## src/rtl/parameters.sv

```systemverilog
// rtl/parameters.sv - shared sizes, LSU state encoding and RV32I load/store funct3 codes
package parameters;

  localparam int MSB        = 31;
  localparam int LSB        = 0;
  localparam int DMEM_BYTES = 128;

  typedef enum logic [1:0] {IDLE, ACC0, ACC1, RESP} lsu_state_t;

  localparam logic [2:0] F3_B  = 3'b000;
  localparam logic [2:0] F3_H  = 3'b001;
  localparam logic [2:0] F3_W  = 3'b010;
  localparam logic [2:0] F3_BU = 3'b100;
  localparam logic [2:0] F3_HU = 3'b101;

  // Access size in bytes; the low two funct3 bits encode it for loads and stores alike.
  function automatic logic [2:0] acc_size(input logic [2:0] f3);
    case (f3[1:0])
      2'b00:   acc_size = 3'd1;
      2'b01:   acc_size = 3'd2;
      default: acc_size = 3'd4;
    endcase
  endfunction

endpackage

```

## src/rtl/lsu_align.sv

```systemverilog
// rtl/lsu_align.sv - store byte-lane mask/data shifting and load shift with sign/zero extension
module lsu_align
  import parameters::*;
(
  input  logic [2:0]       funct3,
  input  logic [1:0]       offset,
  input  logic [MSB:LSB]   wdata,
  input  logic [MSB:LSB]   lo,
  input  logic [MSB:LSB]   hi,
  output logic [3:0]       we_lo,
  output logic [3:0]       we_hi,
  output logic [MSB:LSB]   wdata_lo,
  output logic [MSB:LSB]   wdata_hi,
  output logic [MSB:LSB]   rdata
);

  logic [3:0]  mask;
  logic [7:0]  mask_sh;
  logic [63:0] wsh;
  logic [31:0] rsh;
  logic [4:0]  sh_bits;

  always_comb begin
    sh_bits = {offset, 3'b000};
    case (funct3[1:0])
      2'b00:   mask = 4'b0001;
      2'b01:   mask = 4'b0011;
      default: mask = 4'b1111;
    endcase
    // The upper half of each 8/64-bit shift is exactly what spills into the next word.
    mask_sh  = {4'b0000, mask} << offset;
    wsh      = {32'h0, wdata} << sh_bits;
    we_lo    = mask_sh[3:0];
    we_hi    = mask_sh[7:4];
    wdata_lo = wsh[31:0];
    wdata_hi = wsh[63:32];

    rsh = 32'({hi, lo} >> sh_bits);
    case (funct3)
      F3_B:    rdata = {{24{rsh[7]}}, rsh[7:0]};
      F3_BU:   rdata = {24'h0, rsh[7:0]};
      F3_H:    rdata = {{16{rsh[15]}}, rsh[15:0]};
      F3_HU:   rdata = {16'h0, rsh[15:0]};
      default: rdata = rsh;
    endcase
  end

endmodule

```

## src/rtl/lsu_ctrl.sv

```systemverilog
// rtl/lsu_ctrl.sv - load/store unit: request checking, split dmem accesses and load response
module lsu_ctrl
  import parameters::*;
(
  input  logic             clk,
  input  logic             rst,
  input  logic             req_valid,
  output logic             req_ready,
  input  logic             req_store,
  input  logic [2:0]       req_funct3,
  input  logic [MSB:LSB]   req_addr,
  input  logic [MSB:LSB]   req_wdata,
  output logic             resp_valid,
  output logic [MSB:LSB]   resp_rdata,
  output logic             resp_fault,
  output logic [MSB:LSB]   daddr,
  output logic [MSB:LSB]   dwdata,
  output logic [3:0]       we,
  input  logic [MSB:LSB]   drdata
);

  lsu_state_t state, state_nx;

  logic           r_store;
  logic [2:0]     r_f3;
  logic [MSB:LSB] r_addr;
  logic [MSB:LSB] r_wdata;
  logic           r_cross;
  logic           r_fault;
  logic [MSB:LSB] buf_lo;
  logic [MSB:LSB] buf_hi;

  logic [2:0]     req_size;
  logic [32:0]    req_last;
  logic           req_legal;
  logic           req_cross;
  logic           req_fault;

  logic [MSB:LSB] lo_now;
  logic [MSB:LSB] hi_now;
  logic [3:0]     we_lo;
  logic [3:0]     we_hi;
  logic [MSB:LSB] wdata_lo;
  logic [MSB:LSB] wdata_hi;
  logic [MSB:LSB] rdata_ext;
  logic [MSB:LSB] word_addr;

  always_comb begin
    req_size = acc_size(req_funct3);
    // 33-bit end address so requests near the top of the address space fault instead of wrapping.
    req_last  = {1'b0, req_addr} + 33'(req_size) - 33'd1;
    req_cross = ({1'b0, req_addr[1:0]} + req_size) > 3'd4;
    if (req_store) begin
      req_legal = (req_funct3 < 3'b011);
    end else begin
      case (req_funct3)
        F3_B, F3_H, F3_W, F3_BU, F3_HU: req_legal = 1'b1;
        default:                        req_legal = 1'b0;
      endcase
    end
    req_fault = !req_legal || (req_last >= 33'(DMEM_BYTES));
  end

  // Feed the word being read this cycle straight through so the response can register on the same edge.
  assign lo_now    = (state == ACC0) ? drdata : buf_lo;
  assign hi_now    = (state == ACC1) ? drdata : buf_hi;
  assign word_addr = {r_addr[MSB:2], 2'b00};

  lsu_align u_align (
    .funct3   (r_f3),
    .offset   (r_addr[1:0]),
    .wdata    (r_wdata),
    .lo       (lo_now),
    .hi       (hi_now),
    .we_lo    (we_lo),
    .we_hi    (we_hi),
    .wdata_lo (wdata_lo),
    .wdata_hi (wdata_hi),
    .rdata    (rdata_ext)
  );

  always_comb begin
    state_nx   = state;
    req_ready  = 1'b0;
    resp_valid = 1'b0;
    daddr      = '0;
    dwdata     = '0;
    we         = 4'b0000;
    case (state)
      IDLE: begin
        req_ready = 1'b1;
        if (req_valid) state_nx = req_fault ? RESP : ACC0;
      end
      ACC0: begin
        daddr = word_addr;
        if (r_store) begin
          we     = we_lo;
          dwdata = wdata_lo;
        end
        state_nx = r_cross ? ACC1 : RESP;
      end
      ACC1: begin
        daddr = word_addr + 32'd4;
        if (r_store) begin
          we     = we_hi;
          dwdata = wdata_hi;
        end
        state_nx = RESP;
      end
      RESP: begin
        resp_valid = 1'b1;
        state_nx   = IDLE;
      end
      default: state_nx = IDLE;
    endcase
  end

  always_ff @(posedge clk) begin
    if (rst) begin
      state      <= IDLE;
      r_store    <= 1'b0;
      r_f3       <= 3'b000;
      r_addr     <= '0;
      r_wdata    <= '0;
      r_cross    <= 1'b0;
      r_fault    <= 1'b0;
      buf_lo     <= '0;
      buf_hi     <= '0;
      resp_rdata <= '0;
      resp_fault <= 1'b0;
    end else begin
      state <= state_nx;
      case (state)
        IDLE: begin
          if (req_valid) begin
            r_store <= req_store;
            r_f3    <= req_funct3;
            r_addr  <= req_addr;
            r_wdata <= req_wdata;
            r_cross <= req_cross;
            r_fault <= req_fault;
            buf_lo  <= '0;
            buf_hi  <= '0;
            if (req_fault) begin
              resp_rdata <= '0;
              resp_fault <= 1'b1;
            end
          end
        end
        ACC0: begin
          if (!r_store) buf_lo <= drdata;
          if (!r_cross) begin
            resp_rdata <= r_store ? '0 : rdata_ext;
            resp_fault <= 1'b0;
          end
        end
        ACC1: begin
          if (!r_store) buf_hi <= drdata;
          resp_rdata <= r_store ? '0 : rdata_ext;
          resp_fault <= 1'b0;
        end
        default: ;
      endcase
    end
  end

endmodule

```

## config.mk

```make
export PLATFORM = sky130hd
export DESIGN_NAME = lsu_ctrl
export DESIGN_NICKNAME = d
export VERILOG_FILES = /design/src/rtl/parameters.sv /design/src/rtl/lsu_align.sv /design/src/rtl/lsu_ctrl.sv
export SDC_FILE = /design/constraint.sdc
export NUM_CORES = 1
export LEC_CHECK = 0
export BUFFER_PORTS_ARGS = -buffer_cell sky130_fd_sc_hd__buf_2
export CELL_PAD_IN_SITES_DETAIL_PLACEMENT = 1
export CELL_PAD_IN_SITES_GLOBAL_PLACEMENT = 1
export CORE_UTILIZATION = 35
export DETAILED_ROUTE_END_ITERATION = 12
export PLACE_DENSITY_LB_ADDON = 0.1
export SYNTH_ARGS = -nofsm -noshare
export SYNTH_HDL_FRONTEND = slang
export SYNTH_SLANG_ARGS = --single-unit
export TNS_END_PERCENT = 1
```

## constraint.sdc

```tcl
create_clock -name clk -period 4.7 [get_ports clk]
set_clock_uncertainty 0.1 [all_clocks]
set_input_delay 0.235 -clock clk [delete_from_list [all_inputs] [get_ports clk]]
set_output_delay 0.235 -clock clk [all_outputs]
set_load 0.005 [all_outputs]
```

==> results.sh, run 1 <==
export IMPL_run_status="finished clean"
export IMPL_numCtsBuffers=17
export IMPL_dp_hpwl_mm=37.4
export IMPL_top_signal_layer_used="met4"
export IMPL_synth_async_reset_ratio=0
export IMPL_power_density_nw_per_um2=437
export IMPL_met3_wirelength_mm=1.84
export IMPL_synthesis_area_per_instance_sq_um=7.10
export IMPL_final_net_count=2167
export IMPL_leading_cell_type_in_the_layout_fill_and_taps_excluded="sky130_fd_sc_hd__a21oi_1"
export IMPL_layout_common_cells="sky130_fd_sc_hd__a21oi_1 (313), sky130_fd_sc_hd__nand2_1 (310), sky130_fd_sc_hd__buf_2 (202), sky130_fd_sc_hd__dfxtp_1 (158), sky130_fd_sc_hd__nor2_1 (121)"
export IMPL_finalCritPeriodShare=0.929
export IMPL_min_path_cells=3
export IMPL_final_wl_mm=53.7
export IMPL_worst_setup_path_type="in -> reg"
export IMPL_synth_cell_type_count=87
export IMPL_worst_slew_pin_slew_ns=1.28
export IMPL_drive_above_1_share=0.183
export IMPL_worst_hold_path_endpoint="r_addr[3]"
export IMPL_cell_count_post_placement=2378
export IMPL_vdd_ir_drop_worst_mv=0.353
export IMPL_finish_instance_area_sq_um=15700
export IMPL_ff2ff_path_depth=7
export IMPL_count_of_flip_flops_with_a_built_in_enable_after_synthesis=0
export IMPL_clkLatencyLatePin_ns=0.46
export IMPL_final_min_clock_period_ns=4.37
export IMPL_worstHoldPathType="in -> reg"
export IMPL_cp_start_kind="input pin"
export IMPL_grt_setup_unrepaired="no"
export IMPL_grt_max_degree=91
export IMPL_grt_antenna_before_repair=0
export IMPL_met1_length_mm=24.4
export IMPL_drt_pass1_iter_count=5
export IMPL_clock_root_buffer="sky130_fd_sc_hd__clkbuf_16"
export IMPL_die_footprint_sq_um=37700
export IMPL_end_kind="flop"
export IMPL_crit_required_ns=4.98
export IMPL_worstReg2RegStart="state[1]"
export IMPL_die_x_um=194
export IMPL_post_cts_repair_setup_buffers=0
export IMPL_report_final_hold_viol_count=0
export IMPL_first_pass_grt_wire_length_mm=84.4
export IMPL_report_final_setup_viol=0
export IMPL_initialDrtViolationCount=830
export IMPL_worstHoldStart="req_addr[3]"
export IMPL_ctsLongestPathBuffers=2
export IMPL_vias_in_the_first_global_route=14500
export IMPL_cts_sinks=160
export IMPL_gp_congestion=0.875
export IMPL_worstPathMaxFanout=32
export IMPL_slew_headroom=0.145
export IMPL_total_leakage_power_uw=0.00626
export IMPL_cp_data_arrival_time_ns=4.64
export IMPL_timing_final_max_slew_violations=0
export IMPL_ff2ff_setup_slack_ns=1.27
export IMPL_global_route_overflow_total=0
export IMPL_route_detailed_vias_per_inst=5.68
export IMPL_fp_coreArea_sq_um=36500
export IMPL_maxCapViolations=0
export IMPL_yosys_most_used_dff="sky130_fd_sc_hd__dfxtp_1"
export IMPL_mappedNetlistArea_sq_um=12900
export IMPL_synth_sequential_area_ratio=0.248
export IMPL_io_pins=206
export IMPL_ant_nets=0
export IMPL_num_vias=14200
export IMPL_wl_met2_mm=26.5
export IMPL_initial_util=0.354
export IMPL_cell_count_final_fillers_out=2503
export IMPL_syn2layout_area_growth_pct=21.7
export IMPL_drc=0
export IMPL_wl_per_cell_um=21.4
export IMPL_postSynthCellCount=1821
export IMPL_die_height_um=194
export IMPL_dpl_cell_area_sq_um=14200
export IMPL_setup_tns_after_final_layout_ns=0
export IMPL_row_count=70
export IMPL_achievable_frequency_mhz=229
export IMPL_ys_warnings_count=0
export IMPL_tritoncts="yes"
export IMPL_gr_usage_all_layers=0.283
export IMPL_reg2reg_to="resp_rdata[8]"
export IMPL_util_after_layout=0.431
export IMPL_path_clk_slew_ns=0.07
export IMPL_io_buffer_count=203
export IMPL_yosys_register_bits=160
export IMPL_antenna_diode_count=0
export IMPL_ctsHtreeMaxLevel=4
-- report_power, final --
part,total (uW),switching [uW],internal (uW)
logic,3500,2380,1120
registers,1840,248,1600
clock network,1540,644,893
total,6880,3270,3610
-- critical path: stages --
cell	delay, ns
sky130_fd_sc_hd__dlygate4sd3_1	0.52
sky130_fd_sc_hd__buf_2	0.10
sky130_fd_sc_hd__inv_1	0.04
sky130_fd_sc_hd__ha_1	0.35
sky130_fd_sc_hd__inv_1	0.06
sky130_fd_sc_hd__ha_1	0.33
sky130_fd_sc_hd__a211oi_2	0.33
sky130_fd_sc_hd__o21ai_0	0.18
sky130_fd_sc_hd__a211oi_1	0.30
sky130_fd_sc_hd__a211oi_1	0.13
sky130_fd_sc_hd__or3_1	0.40
sky130_fd_sc_hd__a2111oi_2	0.38
sky130_fd_sc_hd__and4b_1	0.29
sky130_fd_sc_hd__nand4_1	0.17
sky130_fd_sc_hd__buf_12	0.22
sky130_fd_sc_hd__or4_1	0.53
sky130_fd_sc_hd__o211ai_2	0.08
-- routing by layer --
metal,GRT usage,vias up
met1,0.359,7001
met5,0,-
li1,-,6913
met3,0.0407,49
met4,0.0764,0
met2,0.497,262
-- how the worst max path moves through the flow --
stage                     slack, ns           from              to
after global placement         0.12  req_funct3[0]   resp_rdata[3]
after CTS                      0.23    req_addr[2]  resp_rdata[29]
after floorplan                0.69  req_funct3[0]   resp_rdata[0]
after global routing           0.10    req_addr[2]  resp_rdata[10]
after detailed placement       0.05  req_funct3[1]  resp_rdata[29]
final                          0.33    req_addr[2]  resp_rdata[29]
-- state kept, by name, summed over array words and instances, names as in the netlist, 2 cells and up --
signal      count
r_wdata        32
r_f3            3
buf_lo         32
buf_hi         24
r_addr         32
state           2
resp_rdata     32
-- cell usage after synthesis (all sizes together) (17+ instances only) --
cell type	count	area share
a21oi	319	0.12
nand2	312	0.091
dfxtp	160	0.25
nor2	122	0.035
nand3	108	0.042
clkbuf	100	0.030
mux2i	88	0.068
o21ai	59	0.024
inv	54	0.016
ha	40	0.039
mux2	40	0.035
buf	38	0.018
o211ai	38	0.033
nand2b	37	0.018
or4	37	0.022
a211oi	30	0.018
nand4	20	0.0097
nor3	20	0.0081
and3	19	0.0095
o21a	17	0.010
-- final cells by class --
class / instances / area [sq um]
Multi-Input combinational cell: 1462 / 8920
Clock inverter: 9 / 131
Inverter: 56 / 210
Sequential cell: 160 / 3210
Tap cell: 468 / 586
Timing Repair Buffer: 325 / 2190
Clock buffer: 23 / 488
Fill cell: 4593 / 20800
-- kinds of logic after synthesis --
group	Yosys count	synth area share
compound gates	549	0.267
other cells	1	0.000290
mux	128	0.103
flops	160	0.248
buf+inv	200	0.0686
fa+ha+maj	42	0.0418
simple gates	730	0.265
xor+xnor	11	0.00745
-- timing repair --
| action | in CTS | in global routing |
|---|---|---|
| hold endpoints to repair | 116 | 0 |
| gates resized for setup | 0 | 2 |
| endpoints found under the setup margin | 0 | 32 |
| hold buffers | 93 | 0 |
-- stage by stage --
| step | setup WS, ns | total power (uW) | hold slack (ns) |
|---|---|---|---|
| 2_1_floorplan | 0.688 | 4100 | 0.271 |
| 3_3_place_gp | 0.125 | 5240 | 0.340 |
| 3_5_place_dp | 0.0483 | 5300 | 0.346 |
| 4_1_cts | 0.229 | 6920 | 0.00338 |
| 5_1_grt | 0.103 | 7310 | 0.0273 |
| 6_report | 0.333 | 6880 | 0.0172 |
No activity file was read; power rests on OpenSTA's default activity.
==> run 2, diff against run 1 <==
--- a/config.mk
+++ b/config.mk
@@ -5,12 +5,14 @@
 export SDC_FILE = /design/constraint.sdc
 export NUM_CORES = 1
 export LEC_CHECK = 0
+export ABC_AREA = 0
 export BUFFER_PORTS_ARGS = -buffer_cell sky130_fd_sc_hd__buf_2
 export CELL_PAD_IN_SITES_DETAIL_PLACEMENT = 1
 export CELL_PAD_IN_SITES_GLOBAL_PLACEMENT = 1
 export CORE_UTILIZATION = 35
 export DETAILED_ROUTE_END_ITERATION = 12
 export PLACE_DENSITY_LB_ADDON = 0.1
+export RECOVER_POWER = 100
 export SYNTH_ARGS = -nofsm -noshare
 export SYNTH_HDL_FRONTEND = slang
 export SYNTH_SLANG_ARGS = --single-unit
==> results.sh, run 2 (synthesis results as in run 1) <==
export IMPL_achievable_frequency_mhz=228
export IMPL_worst_setup_path_type="in -> reg"
export IMPL_worstHoldStart="req_addr[1]"
export IMPL_row_count=70
export IMPL_clkLatencyLatePin_ns=0.46
export IMPL_totalPowerFinal_uw=6820
export IMPL_report_final_hold_viol_count=0
export IMPL_cts_sinks=160
export IMPL_route_detailed_vias_per_inst=5.69
export IMPL_worstHoldPathType="in -> reg"
export IMPL_syn2layout_area_growth_pct=19.7
export IMPL_dp_hpwl_mm=37.4
export IMPL_run_status="finished, violations left"
export IMPL_io_pins=206
export IMPL_gr_usage_met1=0.359
export IMPL_report_final_setup_viol=0
export IMPL_leading_cell_type_in_the_layout_fill_and_taps_excluded="sky130_fd_sc_hd__a21oi_1"
export IMPL_drc=0
export IMPL_num_vias=14200
export IMPL_tritoncts="yes"
export IMPL_multi_input_comb_area_sq_um=8770
export IMPL_ff2ff_path_depth=8
export IMPL_end_kind="flop"
export IMPL_cell_count_post_placement=2378
export IMPL_vdd_ir_drop_worst_mv=0.350
export IMPL_worstPathMaxFanout=32
export IMPL_drive_above_1_share=0.140
export IMPL_initialDrtViolationCount=852
export IMPL_cell_count_final_fillers_out=2503
export IMPL_cp_start_kind="input pin"
export IMPL_first_pass_grt_wire_length_mm=84.4
export IMPL_ctsHtreeMaxLevel=4
export IMPL_cp_data_arrival_time_ns=4.67
export IMPL_die_height_um=194
export IMPL_die_x_um=194
export IMPL_initial_util=0.354
export IMPL_gr_usage_all_layers=0.283
export IMPL_maxCapViolations=4
export IMPL_sequential_cell_area_sq_um=3210
export IMPL_vias_in_the_first_global_route=14500
export IMPL_gp_congestion=0.875
export IMPL_die_footprint_sq_um=37700
export IMPL_antenna_diode_count=0
export IMPL_grt_util_met3=0.0407
export IMPL_total_leakage_power_uw=0.00578
export IMPL_global_route_overflow_total=0
export IMPL_layout_filler_cells=4639
export IMPL_power_density_nw_per_um2=441
export IMPL_fin_worst_hold_slack_ns=0.0143
export IMPL_wl_per_cell_um=21.4
export IMPL_final_net_count=2167
export IMPL_path_clk_slew_ns=0.08
export IMPL_numCtsBuffers=17
export IMPL_grt_met2_usage=0.497
export IMPL_ant_nets=0
export IMPL_io_buffer_count=203
export IMPL_grt_busiest_layer="met2"
export IMPL_drt_pass1_iter_count=5
export IMPL_layout_common_cells="sky130_fd_sc_hd__a21oi_1 (314), sky130_fd_sc_hd__nand2_1 (310), sky130_fd_sc_hd__dfxtp_1 (158), sky130_fd_sc_hd__buf_2 (133), sky130_fd_sc_hd__nor2_1 (121)"
export IMPL_setup_tns_after_final_layout_ns=0
export IMPL_finalCritPeriodShare=0.935
export IMPL_min_path_cells=3
export IMPL_clock_root_buffer="sky130_fd_sc_hd__clkbuf_16"
export IMPL_worstReg2RegStart="state[0]"
export IMPL_final_min_clock_period_ns=4.39
export IMPL_final_wl_mm=53.6
export IMPL_grt_setup_unrepaired="no"
export IMPL_timing_final_max_slew_violations=266
export IMPL_ctsLongestPathBuffers=2
export IMPL_cp_startpoint="req_addr[2]"
export IMPL_grt_max_degree=91
export IMPL_crit_required_ns=4.98
export IMPL_worst_slew_pin_slew_ns=3.02
export IMPL_failed_checks="max-capacitance violations, max-slew violations"
export IMPL_post_cts_repair_setup_buffers=0
export IMPL_grt_antenna_before_repair=0
export IMPL_slew_headroom=-1.01
export IMPL_fp_coreArea_sq_um=36500
[run 2: worst paths after layout]
| path | slack (ns) | endpoint |
|---|---|---|
| worst min register to register | 0.35 | buf_lo[24] |
| worst max register to register | 0.49 | buf_hi[17] |
| worst min-delay path | 0.01 | r_addr[1] |
| worst max-delay path | 0.31 | resp_rdata[30] |
[run 2: final cells by class]
type | count | share of cell area
Clock inverter | 9 | 0.00849
Sequential cell | 160 | 0.207
Clock buffer | 23 | 0.0315
Multi-Input combinational cell | 1462 | 0.566
Timing Repair Buffer | 325 | 0.135
Tap cell | 468 | 0.0378
Inverter | 56 | 0.0136
[run 2: stage by stage]
step | setup WS (ns) | cell area (sq um) | utilization
final | 0.308 | 15500 | 0.424
after CTS | 0.229 | 15700 | 0.431
after global placement | 0.125 | 14200 | 0.388
after detailed placement | 0.0483 | 14200 | 0.388
after floorplan | 0.688 | 12900 | -
after global routing | 0.0610 | 15500 | 0.424
[run 2: power breakdown]
group	internal (uW)	switching [uW]	total (uW)
registers	1600	245	1840
logic	1090	2360	3440
clock network	893	644	1540
[run 2: layer usage]
metal,up-vias,part of all wire
li1,6923,-
met1,6989,0.45
met2,277,0.49
met3,46,0.036
met4,0,0.018
met5,-,0
[run 2: what timing repair did]
item / CTS / global route
endpoints found under the setup margin: 0 / 32
resized for setup: 0 / 2
hold endpoints to repair: 116 / 0
hold buffers: 93 / 0
[run 2: worst max-delay path: stages]
cell,delay [ns]
sky130_fd_sc_hd__dlygate4sd3_1,0.52
sky130_fd_sc_hd__buf_2,0.10
sky130_fd_sc_hd__inv_1,0.04
sky130_fd_sc_hd__ha_1,0.35
sky130_fd_sc_hd__inv_1,0.06
sky130_fd_sc_hd__ha_1,0.33
sky130_fd_sc_hd__a211oi_2,0.33
sky130_fd_sc_hd__o21ai_0,0.18
sky130_fd_sc_hd__a211oi_1,0.30
sky130_fd_sc_hd__a211oi_1,0.12
sky130_fd_sc_hd__or3_1,0.40
sky130_fd_sc_hd__a2111oi_2,0.38
sky130_fd_sc_hd__and4b_1,0.29
sky130_fd_sc_hd__nand4_1,0.11
sky130_fd_sc_hd__buf_4,0.27
sky130_fd_sc_hd__or4_1,0.54
sky130_fd_sc_hd__o211ai_1,0.10
